--- src/rtl/fifo_wr_rptr_sync_pkg.sv ---
// Shared FIFO helpers: depth derivation and gray/binary pointer conversion.
// Functions work on a wide zero-extended vector, so callers cast to and from their pointer width.
package fifo_wr_rptr_sync_pkg;

    localparam int unsigned PtrMaxW = 16;

    typedef logic [PtrMaxW-1:0] ptr_t;

    // One wrap bit on top of the address bits.
    function automatic int unsigned fifo_depth(input int unsigned p_size);
        return 32'd1 << (p_size - 1);
    endfunction

    function automatic ptr_t gray2bin(input ptr_t g);
        ptr_t b;
        b[PtrMaxW-1] = g[PtrMaxW-1];
        for (int i = PtrMaxW - 2; i >= 0; i--) begin
            b[i] = b[i+1] ^ g[i];
        end
        return b;
    endfunction

    function automatic ptr_t bin2gray(input ptr_t b);
        return b ^ (b >> 1);
    endfunction

    // True when more than one bit differs between two samples.
    function automatic logic multi_bit_change(input ptr_t a, input ptr_t b);
        ptr_t d;
        d = a ^ b;
        return (d & (d - ptr_t'(1))) != '0;
    endfunction

endpackage

--- src/rtl/fifo_ptr_sync.sv ---
// Multi-stage flop synchronizer for a gray-coded pointer crossing clock domains.
module fifo_ptr_sync #(
    parameter int unsigned Width  = 4,
    parameter int unsigned Stages = 2
) (
    input  logic             clk_i,
    input  logic             rst_ni,
    input  logic [Width-1:0] d_i,
    output logic [Width-1:0] q_o
);

    logic [Width-1:0] sync_q [Stages];

    always_ff @(posedge clk_i or negedge rst_ni) begin
        if (!rst_ni) begin
            for (int i = 0; i < Stages; i++) begin
                sync_q[i] <= '0;
            end
        end else begin
            sync_q[0] <= d_i;
            for (int i = 1; i < Stages; i++) begin
                sync_q[i] <= sync_q[i-1];
            end
        end
    end

    assign q_o = sync_q[Stages-1];

endmodule

--- src/rtl/fifo_wr_rptr_sync.sv ---
// Write-domain read-pointer synchronizer with occupancy, almost-full and error status.
// Status-only: observes write-side pointer state but never drives it.
module fifo_wr_rptr_sync
    import fifo_wr_rptr_sync_pkg::*;
#(
    parameter int unsigned P_SIZE      = 4,
    parameter int unsigned SYNC_STAGES = 2,
    parameter int unsigned AF_THRESH   = 6
) (
    input  logic              w_clk,
    input  logic              w_rstn,
    input  logic [P_SIZE-1:0] gray_rd_ptr,
    input  logic [P_SIZE-1:0] gray_w_ptr,
    input  logic              w_inc,
    input  logic              full,
    input  logic              clr_err,
    output logic [P_SIZE-1:0] sync_rd_ptr,
    output logic [P_SIZE-1:0] bin_rd_ptr,
    output logic [P_SIZE-1:0] fill_level,
    output logic              almost_full,
    output logic              ovf_err,
    output logic [7:0]        ovf_cnt,
    output logic              ptr_err
);

    localparam int unsigned       Depth     = fifo_depth(P_SIZE);
    localparam logic [P_SIZE-1:0] DepthP    = P_SIZE'(Depth);
    localparam logic [P_SIZE-1:0] AfThreshP = P_SIZE'(AF_THRESH);

    logic [P_SIZE-1:0] prev_q;
    logic [P_SIZE-1:0] bin_rd_q, bin_rd_d;
    logic [P_SIZE-1:0] fill_q, fill_d;
    logic [P_SIZE-1:0] bin_w;
    logic              ovf_err_q, ovf_err_d;
    logic [7:0]        ovf_cnt_q, ovf_cnt_d;
    logic              ptr_err_q, ptr_err_d;
    logic [SYNC_STAGES:0] vld_q;
    logic              chk_en;
    logic              ovf_evt, ptr_evt;

    fifo_ptr_sync #(
        .Width  (P_SIZE),
        .Stages (SYNC_STAGES)
    ) u_rptr_sync (
        .clk_i  (w_clk),
        .rst_ni (w_rstn),
        .d_i    (gray_rd_ptr),
        .q_o    (sync_rd_ptr)
    );

    // Checks stay off until the chain, previous sample and binary pointer all hold
    // post-reset data, so the first real sample is never compared against reset zeros.
    assign chk_en = vld_q[SYNC_STAGES];

    always_comb begin
        bin_w    = P_SIZE'(gray2bin(ptr_t'(gray_w_ptr)));
        bin_rd_d = P_SIZE'(gray2bin(ptr_t'(sync_rd_ptr)));
        fill_d   = bin_w - bin_rd_q;
        ovf_evt  = w_inc & full;
        ptr_evt  = chk_en & (multi_bit_change(ptr_t'(prev_q), ptr_t'(sync_rd_ptr)) |
                             (fill_d > DepthP));

        ovf_err_d = ovf_err_q;
        ovf_cnt_d = ovf_cnt_q;
        ptr_err_d = ptr_err_q;

        if (clr_err) begin
            ovf_err_d = ovf_evt;
            ovf_cnt_d = ovf_evt ? 8'd1 : 8'd0;
            ptr_err_d = ptr_evt;
        end else begin
            if (ovf_evt) begin
                ovf_err_d = 1'b1;
                if (ovf_cnt_q != 8'hff) begin
                    ovf_cnt_d = ovf_cnt_q + 8'd1;
                end
            end
            if (ptr_evt) begin
                ptr_err_d = 1'b1;
            end
        end
    end

    always_ff @(posedge w_clk or negedge w_rstn) begin
        if (!w_rstn) begin
            prev_q    <= '0;
            bin_rd_q  <= '0;
            fill_q    <= '0;
            ovf_err_q <= 1'b0;
            ovf_cnt_q <= '0;
            ptr_err_q <= 1'b0;
            vld_q     <= '0;
        end else begin
            prev_q    <= sync_rd_ptr;
            bin_rd_q  <= bin_rd_d;
            fill_q    <= fill_d;
            ovf_err_q <= ovf_err_d;
            ovf_cnt_q <= ovf_cnt_d;
            ptr_err_q <= ptr_err_d;
            vld_q     <= {vld_q[SYNC_STAGES-1:0], 1'b1};
        end
    end

    assign bin_rd_ptr  = bin_rd_q;
    assign fill_level  = fill_q;
    assign almost_full = fill_q >= AfThreshP;
    assign ovf_err     = ovf_err_q;
    assign ovf_cnt     = ovf_cnt_q;
    assign ptr_err     = ptr_err_q;

endmodule

--- config.mk ---
export PLATFORM = sky130hd
export DESIGN_NAME = fifo_wr_rptr_sync
export DESIGN_NICKNAME = d
export VERILOG_FILES = /design/src/rtl/fifo_wr_rptr_sync_pkg.sv /design/src/rtl/fifo_ptr_sync.sv /design/src/rtl/fifo_wr_rptr_sync.sv
export SDC_FILE = /design/constraint.sdc
export NUM_CORES = 1
export LEC_CHECK = 0
export CORE_MARGIN = 1.5
export CORE_UTILIZATION = 44
export CTS_BUF_LIST = sky130_fd_sc_hd__clkbuf_8
export CTS_CLUSTER_DIAMETER = 30
export DETAILED_ROUTE_END_ITERATION = 16
export PLACE_DENSITY = 0.81
export SETUP_SLACK_MARGIN = 0.02
export SLEW_MARGIN = 20
export SYNTH_ARGS = -nofsm -noshare
export SYNTH_HDL_FRONTEND = slang
export SYNTH_HIERARCHICAL = 1
export SYNTH_SLANG_ARGS = --single-unit
--- constraint.sdc ---
create_clock -name w_clk -period 1.95 [get_ports w_clk]
set_clock_uncertainty 0.05 [all_clocks]
set_input_delay 0.39 -clock w_clk [delete_from_list [all_inputs] [get_ports w_clk]]
set_output_delay 0.39 -clock w_clk [all_outputs]
set_load 0.01 [all_outputs]
After elaboration in Yosys (flattened, before gate mapping)
Cells that the tools add are included.
{"block": "totals", "regBits": 33, "word_cells": 39}
{"block": "classes", "addsub": 3, "n_reduce_logical": 5, "muxes": 8, "n_lt_le_gt_ge": 2, "n_eq_ne": 1, "n_bitwise": 11}
{"cell": "$mux W8", "n": 3}
{"cell": "$and A4 B16 Y16", "n": 1}
{"cell": "$reduce_bool A16 Y1", "n": 1}
{"cell": "$add A8 B1 Y8 const B", "n": 1}
{"cell": "$ne A8 B8 Y1 const B", "n": 1}
{"cell": "$reduce_bool A2 Y1", "n": 3}
{"cell": "$xor A1 B1 Y1", "n": 6}
{"cell": "$mux W1", "n": 5}
{"cell": "$sub A4 B1 Y5 const B", "n": 1}
{"cell": "$ge A4 B3 Y1 const B", "n": 1}
{"cell": "$gt A4 B4 Y1 const B", "n": 1}
{"cell": "$sub A4 B4 Y4", "n": 1}
{"cell": "$xor A4 B4 Y4", "n": 1}
{"cell": "$and A1 B1 Y1", "n": 2}
{"cell": "$reduce_and A2 Y1", "n": 1}
{"cell": "$or A1 B1 Y1", "n": 1}

Logic depth before layout (Yosys ltp)
Gate-level depths: netlist of run 1.
{"block": "depth", "depth_word": 9, "ltp_mapped": 9, "mapped_depth_nobuf": 9}

Cells and area by module
The synthesis of run 1 kept the hierarchy.
{"module": "fifo_wr_rptr_sync", "area_per_inst_um2": 1101.1, "n_inst": 1, "seq_area_each_um2": 600.6, "cells_per_inst": 97}
{"module": "fifo_ptr_sync", "area_per_inst_um2": 230.2, "n_inst": 1, "seq_area_each_um2": 200.2, "cells_per_inst": 12}

Worst setup path after synthesis of run 1
OpenSTA, ideal clock, no wires.
{"block": "synth_timing", "path_type": "input port to flip-flop", "from": "in gray_w_ptr[3]", "to": "reg ptr_err_q, in the netlist ptr_err", "setup_time_ps": 120, "arrival_ps": 2266, "slack_ps": -486, "required_time_ps": 1780, "cell_stages": 8, "path_cell_list": "xor2_1 > xnor2_1 > xor2_1 > ha_1 > fa_1 > inv_1 > or3_1 > a31o_2"}
{"block": "synth_between", "elab_chain_len": 8, "word_cells_on_any_way": 9, "classes_between": "1 x add/sub; 1 x order compare; 1 x mux; 5 x bitwise; 1 x reduce/logical"}
{"item": "start, declared", "line": "fifo_wr_rptr_sync.sv:13", "rtl": "input logic [P_SIZE-1:0] gray_w_ptr,"}
{"item": "$xor A1 B1 Y1 * (2 in series)", "line": "fifo_wr_rptr_sync_pkg.sv:18", "rtl": "b[i] = b[i+1] ^ g[i];"}
{"item": "$xor A1 B1 Y1", "line": "fifo_wr_rptr_sync_pkg.sv:18"}
{"item": "$sub A4 B4 Y4 *", "line": "fifo_wr_rptr_sync.sv:58", "rtl": "fill_d = bin_w - bin_rd_q;"}
{"item": "via fill_d[1]", "line": "fifo_wr_rptr_sync.sv:32", "rtl": "logic [P_SIZE-1:0] fill_q, fill_d;"}
{"item": "$gt A4 B4 Y1 *", "line": "fifo_wr_rptr_sync.sv:61", "rtl": "(fill_d > DepthP));"}
{"item": "$or A1 B1 Y1 *", "line": "fifo_wr_rptr_sync.sv:60", "rtl": "ptr_evt = chk_en & (multi_bit_change(ptr_t'(prev_q), ptr_t'(sync_rd_ptr)) |"}
{"item": "$and A1 B1 Y1 *", "line": "fifo_wr_rptr_sync.sv:60"}
{"item": "$mux W1 / $reduce_bool A2 Y1 (equally long branches)"}
{"item": "end signal, assigned", "line": "fifo_wr_rptr_sync.sv:99", "rtl": "ptr_err_q <= ptr_err_d;"}
{"item": "end, declared", "line": "fifo_wr_rptr_sync.sv:36", "rtl": "logic ptr_err_q, ptr_err_d;"}
The timed path passes the listed nets; every way through them passes the cells marked *.
A chain may end at the register's enable or synchronous reset.

Worst setup path in the final report of run 1
Same ends and word-level chain as after synthesis.

==> results.sh, run 1 <==
export IMPL_drc=0
export IMPL_cts_tree="yes"
export IMPL_yosys_top_cells_area="dfrtp_1 60%, xor2_1 6.6%, xnor2_1 4.6%"
export IMPL_start_util_pct=47.5
export IMPL_netlist_area_mm2=0.00133
export IMPL_ys_ff_latch=32
export IMPL_grt_pass1_wl_um=4040
export IMPL_fin_hold_ws_ns=0.293
export IMPL_synth_commonest_cells="32 x dfrtp_1, 10 x xor2_1, 8 x inv_1"
export IMPL_power_density_mw_per_mm2=999
export IMPL_worstSetupEndpointType="register"
export IMPL_status="finished with violations"
export IMPL_fin_crit_ns=2.11
export IMPL_drive_above_1_share_pct=14.6
export IMPL_dp_hpwl_um=1790
export IMPL_max_freq_ghz=0.473
export IMPL_avgSynthCellArea_um2=12.2
export IMPL_violations="setup timing"
export IMPL_synth_cells=109
export IMPL_ctsHtreeMaxLevel=2
export IMPL_dpl_cell_count=173
export IMPL_clk_pin_slew_ns=0.07
export IMPL_antenna_cells=0
export IMPL_cp_required_ns=2.07
export IMPL_rsz0062_at_grt="yes"
export IMPL_cap_violations=0
export IMPL_stdcell_area_mm2=0.00187
export IMPL_core_area_mm2=0.00281
export IMPL_clock_latency_ns=0.28
export IMPL_clockBufferDepth=2
export IMPL_fp_dieH_um=58.0
export IMPL_drv_slew=0
export IMPL_synth_most_common_cell="dfrtp_1"
export IMPL_hold_path_class="reg2reg"
export IMPL_dr_first_iter_drc_count=13
export IMPL_seq_area_frac_synth_pct=60.2
export IMPL_track_usage_pct=16.3
export IMPL_grt_pass1_vias=975
export IMPL_synth_top_cell_area_share_pct=60.2
export IMPL_drt_wl_total_um=2380
export IMPL_grt_ovfl_total=0
export IMPL_finalPower_mw=1.86
export IMPL_grt_start_max_net_pins=33
export IMPL_pin_count=36
export IMPL_cp_start_kind="input port"
export IMPL_ant_nets=0
export IMPL_worst_endpoint_arrival_ns=2.23
export IMPL_instances_no_fill=182
export IMPL_vias=907
export IMPL_port_buffers=35
export IMPL_vias_per_cell=4.98
export IMPL_synth_edff_count=0
export IMPL_hold_buffers=0
export IMPL_nets=168
export IMPL_finalSetupViolations=1
export IMPL_cp_max_fo=2
export IMPL_p_leak_nw=0.846
export IMPL_placed_cell_area_mm2=0.00173
export IMPL_die_area_mm2=0.00336
export IMPL_cts_buffers=5
export IMPL_avgRoutedWirePerCell_um=13.1
export IMPL_dr_pass1_iters=10
export IMPL_syn_nets=127
export IMPL_yosysUniqueCellTypes=25
export IMPL_numClockSinks=32
export IMPL_yosysWarnings=6
export IMPL_finalWorstSetupSlack_ns=-0.163
export IMPL_hold_violations=0
export IMPL_cts_root_buf="clkbuf_8"
export IMPL_rows=19
export IMPL_syn_to_final_growth_pct=40.1
export IMPL_synth_area_leader_cell="dfrtp_1"
export IMPL_antenna_found_initial=0
export IMPL_ys_async_sr_fraction_pct=100
export IMPL_post_route_period_util_pct=108
export IMPL_gp_congestion=0.769
export IMPL_die_x_um=58.0
export IMPL_synthFlopType="dfrtp_1"
export IMPL_critPathKind="in2reg"
export IMPL_irDropWorstVdd_mv=0.503
==> per-layer routing <==
layer | vias to the layer above | global-route usage [%] | share of wire, %
li1 | 433 | - | -
met1 | 444 | 17.4 | 41
met2 | 26 | 28.9 | 53
met3 | 4 | 5.80 | 5.1
met4 | 0 | 6.98 | 1.1
met5 | - | 0 | 0
==> metrics by stage <==
stage                     TNS [ns]  worst slack (ns)  util, %
final                       -0.163            -0.163     66.5
after global routing        -0.223            -0.223     66.5
after CTS                   -0.160            -0.160     66.5
after detailed placement     -2.41            -0.964     61.8
after global placement       -2.06            -0.913     61.8
after floorplan             -0.349            -0.349        -
==> cells by family after synthesis <==
kind of cell | after synthesis | share of synthesized area [%]
compound gates | 14 | 6.49
xor+xnor | 17 | 11.2
fa+ha+maj | 5 | 5.26
buf+inv | 14 | 5.64
flops | 32 | 60.2
mux | 2 | 1.88
other cells | 1 | 0.282
simple gates | 24 | 9.12
==> worst max-delay path: stages <==
cell and delay, ns:
buf_8 0.11, xor2_4 0.18, xnor2_2 0.15, xor2_1 0.15, ha_2 0.19, fa_1 0.47, inv_1 0.04, or3_1 0.34
a31o_2 0.20
==> where the power goes <==
part / leakage [nW] / switching (mW) / internal, mW / total, mW
Combinational: 0.393 / 0.168 / 0.233 / 0.400
Clock: 0.0645 / 0.232 / 0.450 / 0.682
Sequential: 0.389 / 0.0446 / 0.737 / 0.782
Total: 0.846 / 0.444 / 1.42 / 1.86
==> state kept, by name, summed over array words and instances, names as in the netlist <==
signal	cells
ptr_err	1
ovf_err	1
u_rptr_sync/q_o	4
prev_q	3
u_rptr_sync/sync_q	4
ovf_cnt	8
bin_rd_ptr	4
vld_q	3
fill_level	4
==> area by class of cell <==
cell class	instances	area (µm²)
Clock inverter	1	30.0
Timing Repair Buffer	40	385
Multi-Input combinational cell	63	484
Inverter	8	30.0
Clock buffer	7	96.3
Fill cell	205	940
Tap cell	31	38.8
Sequential cell	32	801
==> repair_timing <==
item	in CTS	in global routing
pin swaps	4	1
setup endpoints to repair	4	1
buffers inserted	1	0
hold endpoints to repair	0	0
gates resized for setup	13	0
==> cells in the final DEF (no fill, tap or decap), drive strengths merged <==
cell | netlist | final
bufinv | 0 | 1
o2bb2ai | 1 | 1
inv | 8 | 8
dlygate4sd2 | 0 | 2
nand3 | 2 | 2
a31oi | 1 | 1
xnor2 | 7 | 7
dfrtp | 32 | 32
ha | 4 | 4
xor2 | 10 | 10
conb | 1 | 1
clkbuf | 0 | 7
clkdlybuf4s50 | 0 | 31
nand2b | 1 | 1
mux2i | 1 | 1
a22oi | 1 | 1
mux2 | 1 | 1
buf | 6 | 7
o21ai | 4 | 4
fa | 1 | 1
a31o | 1 | 1
and4 | 2 | 2
nor3 | 1 | 1
or3 | 1 | 1
nor2 | 7 | 7
a21oi | 4 | 4
a21o | 2 | 2
nand2 | 7 | 7
nand4 | 3 | 3
==> final timing paths <==
path / start / endpoint / slack (ns) / cells past startpoint
worst max-delay path: gray_w_ptr[3] / ptr_err / -0.16 / 9
worst min-delay path: vld_q[0] / vld_q[1] / 0.29 / 0
worst max register to register: bin_rd_ptr[0] / ptr_err / 0.14 / 5
worst min register to register: vld_q[0] / vld_q[1] / 0.29 / 0
max in group asynchronous: w_rstn / prev_q[2] / 1.12 / 2
min in group asynchronous: w_rstn / ovf_cnt[3] / 0.45 / 2
(Power assumes the default switching activity.)
==> run 2, diff against run 1 <==
SLEW_MARGIN = default   (was 20)
==> results of run 2 <==
Final layout, timing and power as in run 1 (identical DEF).
==> run 3, diff against run 2 <==
ABC_AREA = 1   (was default)
CORE_UTILIZATION = 46   (was 44)
PLACE_DENSITY = 0.82   (was 0.81)
==> results.sh, run 3 <==
export IMPL_status="finished with violations"
export IMPL_violations="setup timing"
export IMPL_yosysWarnings=6
export IMPL_critPathBufInv=2
export IMPL_max_freq_ghz=0.511
export IMPL_gp_congestion=0.843
export IMPL_cts_tree="yes"
export IMPL_critPathKind="in2reg"
export IMPL_muxShareOfSynthArea_pct=0
export IMPL_dp_hpwl_um=1840
export IMPL_synth_area_leader_cell="dfrtp_1"
export IMPL_synth_edff_count=0
export IMPL_synthAdderAreaFrac_pct=4.75
export IMPL_stdcell_area_mm2=0.00202
export IMPL_grt_pass1_vias=1032
export IMPL_cp_required_ns=2.08
export IMPL_drc=0
export IMPL_largest_reg_flops=8
export IMPL_seq_area_frac_synth_pct=54.3
export IMPL_crit_end="ptr_err"
export IMPL_r2r_start="bin_rd_ptr[0]"
export IMPL_ys_ff_latch=32
export IMPL_antenna_found_initial=0
export IMPL_cp_top_family="adder cells"
export IMPL_ys_async_sr_fraction_pct=100
export IMPL_cts_buffers=5
export IMPL_yosys_top_cells_area="dfrtp_1 54%, nand2_1 12%, inv_1 6.6%"
export IMPL_core_area_mm2=0.00305
export IMPL_hold_path_class="reg2reg"
export IMPL_drt_wl_total_um=2520
export IMPL_cts_root_buf="clkbuf_8"
export IMPL_irDropWorstVdd_mv=0.686
export IMPL_netlist_area_mm2=0.00147
export IMPL_clock_latency_ns=0.28
export IMPL_post_route_period_util_pct=100
export IMPL_yosysUniqueCellTypes=20
export IMPL_cp_start_kind="input port"
export IMPL_finalWorstSetupSlack_ns=-0.00669
export IMPL_start_util_pct=48.3
export IMPL_cp_depth=12
export IMPL_reg2reg_depth=9
export IMPL_grt_ovfl_total=0
export IMPL_ctsHtreeMaxLevel=2
export IMPL_hold_violations=0
export IMPL_finalSetupViolations=1
export IMPL_r2r_slack_ns=0.29
export IMPL_cp_max_fo=2
export IMPL_grt_pass1_wl_um=4370
export IMPL_vias=1122
export IMPL_die_area_mm2=0.00355
export IMPL_nets=226
export IMPL_synthFlopType="dfrtp_1"
export IMPL_fin_crit_ns=1.96
export IMPL_reg2reg_to="ptr_err"
export IMPL_cpPeakStageDelay_ns=0.53
export IMPL_port_buffers=35
export IMPL_numClockSinks=32
export IMPL_drv_slew=0
export IMPL_utilization_pct=66.3
export IMPL_cp_cell_sequence="dlygate4sd2_1 > xor2_2 > xnor2_2 > ha_2 > fa_2 > nand2_1 > inv_1 > nand2_1 > nand3_1 > nand2_1 > nand2_1 > nand2_1"
export IMPL_drive_above_1_share_pct=12.0
export IMPL_synth_most_common_cell="nand2_1"
export IMPL_avgSynthCellArea_um2=8.99
export IMPL_worst_endpoint_arrival_ns=2.09
export IMPL_final_common_cell="nand2_1"
export IMPL_syn_nets=182
export IMPL_synth_xor_area_share_pct=6.96
export IMPL_power_density_mw_per_mm2=873
export IMPL_synth_top_family_by_area="simple AND/OR/NAND/NOR gates"
export IMPL_synth_compound_area_share_pct=2.89
export IMPL_final_cell_mix="49 x nand2_1, 32 x dfrtp_1, 32 x clkdlybuf4s50_1"
export IMPL_pin_count=36
export IMPL_cp_common_cell="nand2_1"
export IMPL_rsz0062_at_grt="yes"
export IMPL_antenna_cells=0
export IMPL_placed_cell_area_mm2=0.00188
export IMPL_critPathLaunch="gray_w_ptr[1]"
export IMPL_track_usage_pct=16.9
export IMPL_syn_to_final_growth_pct=37.4
export IMPL_fp_dieH_um=59.6
export IMPL_yosys_area_share_simple_pct=21.4
export IMPL_rows=20
export IMPL_clk_pin_slew_ns=0.07
export IMPL_cap_violations=0
export IMPL_dr_first_iter_drc_count=17
export IMPL_p_leak_nw=1.02
export IMPL_vias_per_cell=4.43
export IMPL_ant_nets=0
export IMPL_clockBufferDepth=2
export IMPL_die_x_um=59.6
export IMPL_synth_commonest_cells="49 x nand2_1, 32 x dfrtp_1, 26 x inv_1"
export IMPL_grt_start_max_net_pins=33
export IMPL_fillers=257
export IMPL_synth_cells=164
export IMPL_avgRoutedWirePerCell_um=9.94
export IMPL_slowest_stage="fa_2"
export IMPL_synth_top_cell_area_share_pct=54.3
export IMPL_worstSetupEndpointType="register"
export IMPL_dr_pass1_iters=4
-- run 3: cell count changes after synthesis, moves of 2 or more --
cell	previous run	this run
xor2_2	0	2
nand3_1	2	13
nand2_1	7	49
nand4_1	3	1
xor2_1	10	6
xnor2_1	7	2
and4_4	2	0
nor2_1	7	10
inv_1	8	26
-- run 3: kinds of logic after synthesis --
family / Yosys count
and+or+nand+nor: 76
buffers and inverters: 32
DFF: 32
xor gates and xnor gates: 10
AOI/OAI and AO/OA: 8
adders and majority gates: 5
other: 1
-- run 3: per-stage QoR --
stage               worst slack [ns]  hold WS (ns)  total power [mW]  TNS [ns]  cells
finish                      -0.00669         0.298              1.77  -0.00669    253
global route                  -0.163         0.312              1.88    -0.163    253
CTS                          -0.0524         0.302              1.77   -0.0524    251
detailed placement            -0.751         0.287              1.23     -2.17    243
global placement              -0.650         0.281              1.21     -1.67    243
floorplan                    -0.0929        0.0444             0.992   -0.0929    164
-- run 3: worst min path at each step --
stage / cells after the start / slack, ns / startpoint / end
global placement: 0 / 0.28 / vld_q[0] / vld_q[1]
detailed placement: 0 / 0.29 / u_rptr_sync/sync_q[4] / u_rptr_sync/q_o[0]
floorplan: 0 / 0.04 / w_rstn / bin_rd_ptr[0]
CTS: 0 / 0.30 / u_rptr_sync/sync_q[5] / u_rptr_sync/q_o[1]
finish: 0 / 0.30 / u_rptr_sync/sync_q[5] / u_rptr_sync/q_o[1]
global route: 0 / 0.31 / vld_q[0] / vld_q[1]
-- run 3: timing repair --
action	4_1_cts	5_1_grt
hold buffers	0	0
setup buffers	0	2
setup endpoints to repair	4	1
gates resized for setup	14	3
pin swaps	10	9
-- run 3: cell type report --
| type | instances | area, µm² | share of cell area [%] |
|---|---|---|---|
| repair buffers | 42 | 412 | 20.3 |
| inverters | 27 | 101 | 5.01 |
| multi-input cells | 100 | 558 | 27.6 |
| well taps | 44 | 55.1 | 2.72 |
| clock buffers | 6 | 82.6 | 4.08 |
| flip-flops and latches | 32 | 801 | 39.6 |
| clock inverters | 2 | 15.0 | 0.742 |
-- run 3: worst reg2reg max path, stage by stage (launching register included) --
cell,delay (ns)
dfrtp_1,0.41
ha_2,0.21
fa_2,0.53
nand2_1,0.05
inv_1,0.04
nand2_1,0.05
nand3_1,0.07
nand2_1,0.05
nand2_1,0.05
nand2_1,0.05
-- run 3: per-layer routing --
layer / global-route usage [%] / part of all wire (%) / up-vias / wire length, µm
met4: 6.98 / 1.6 / 0 / 40
met3: 6.77 / 5.5 / 4 / 138
met5: 0 / 0 / - / 0
li1: - / - / 578 / -
met2: 26.4 / 48 / 27 / 1200
met1: 20.8 / 45 / 513 / 1130
-- run 3: report_power, final --
part / switching [mW] / leakage [nW] / internal [mW]
combinational: 0.198 / 0.583 / 0.253
sequential: 0.0472 / 0.389 / 0.737
clock: 0.248 / 0.0434 / 0.285
total: 0.493 / 1.02 / 1.28
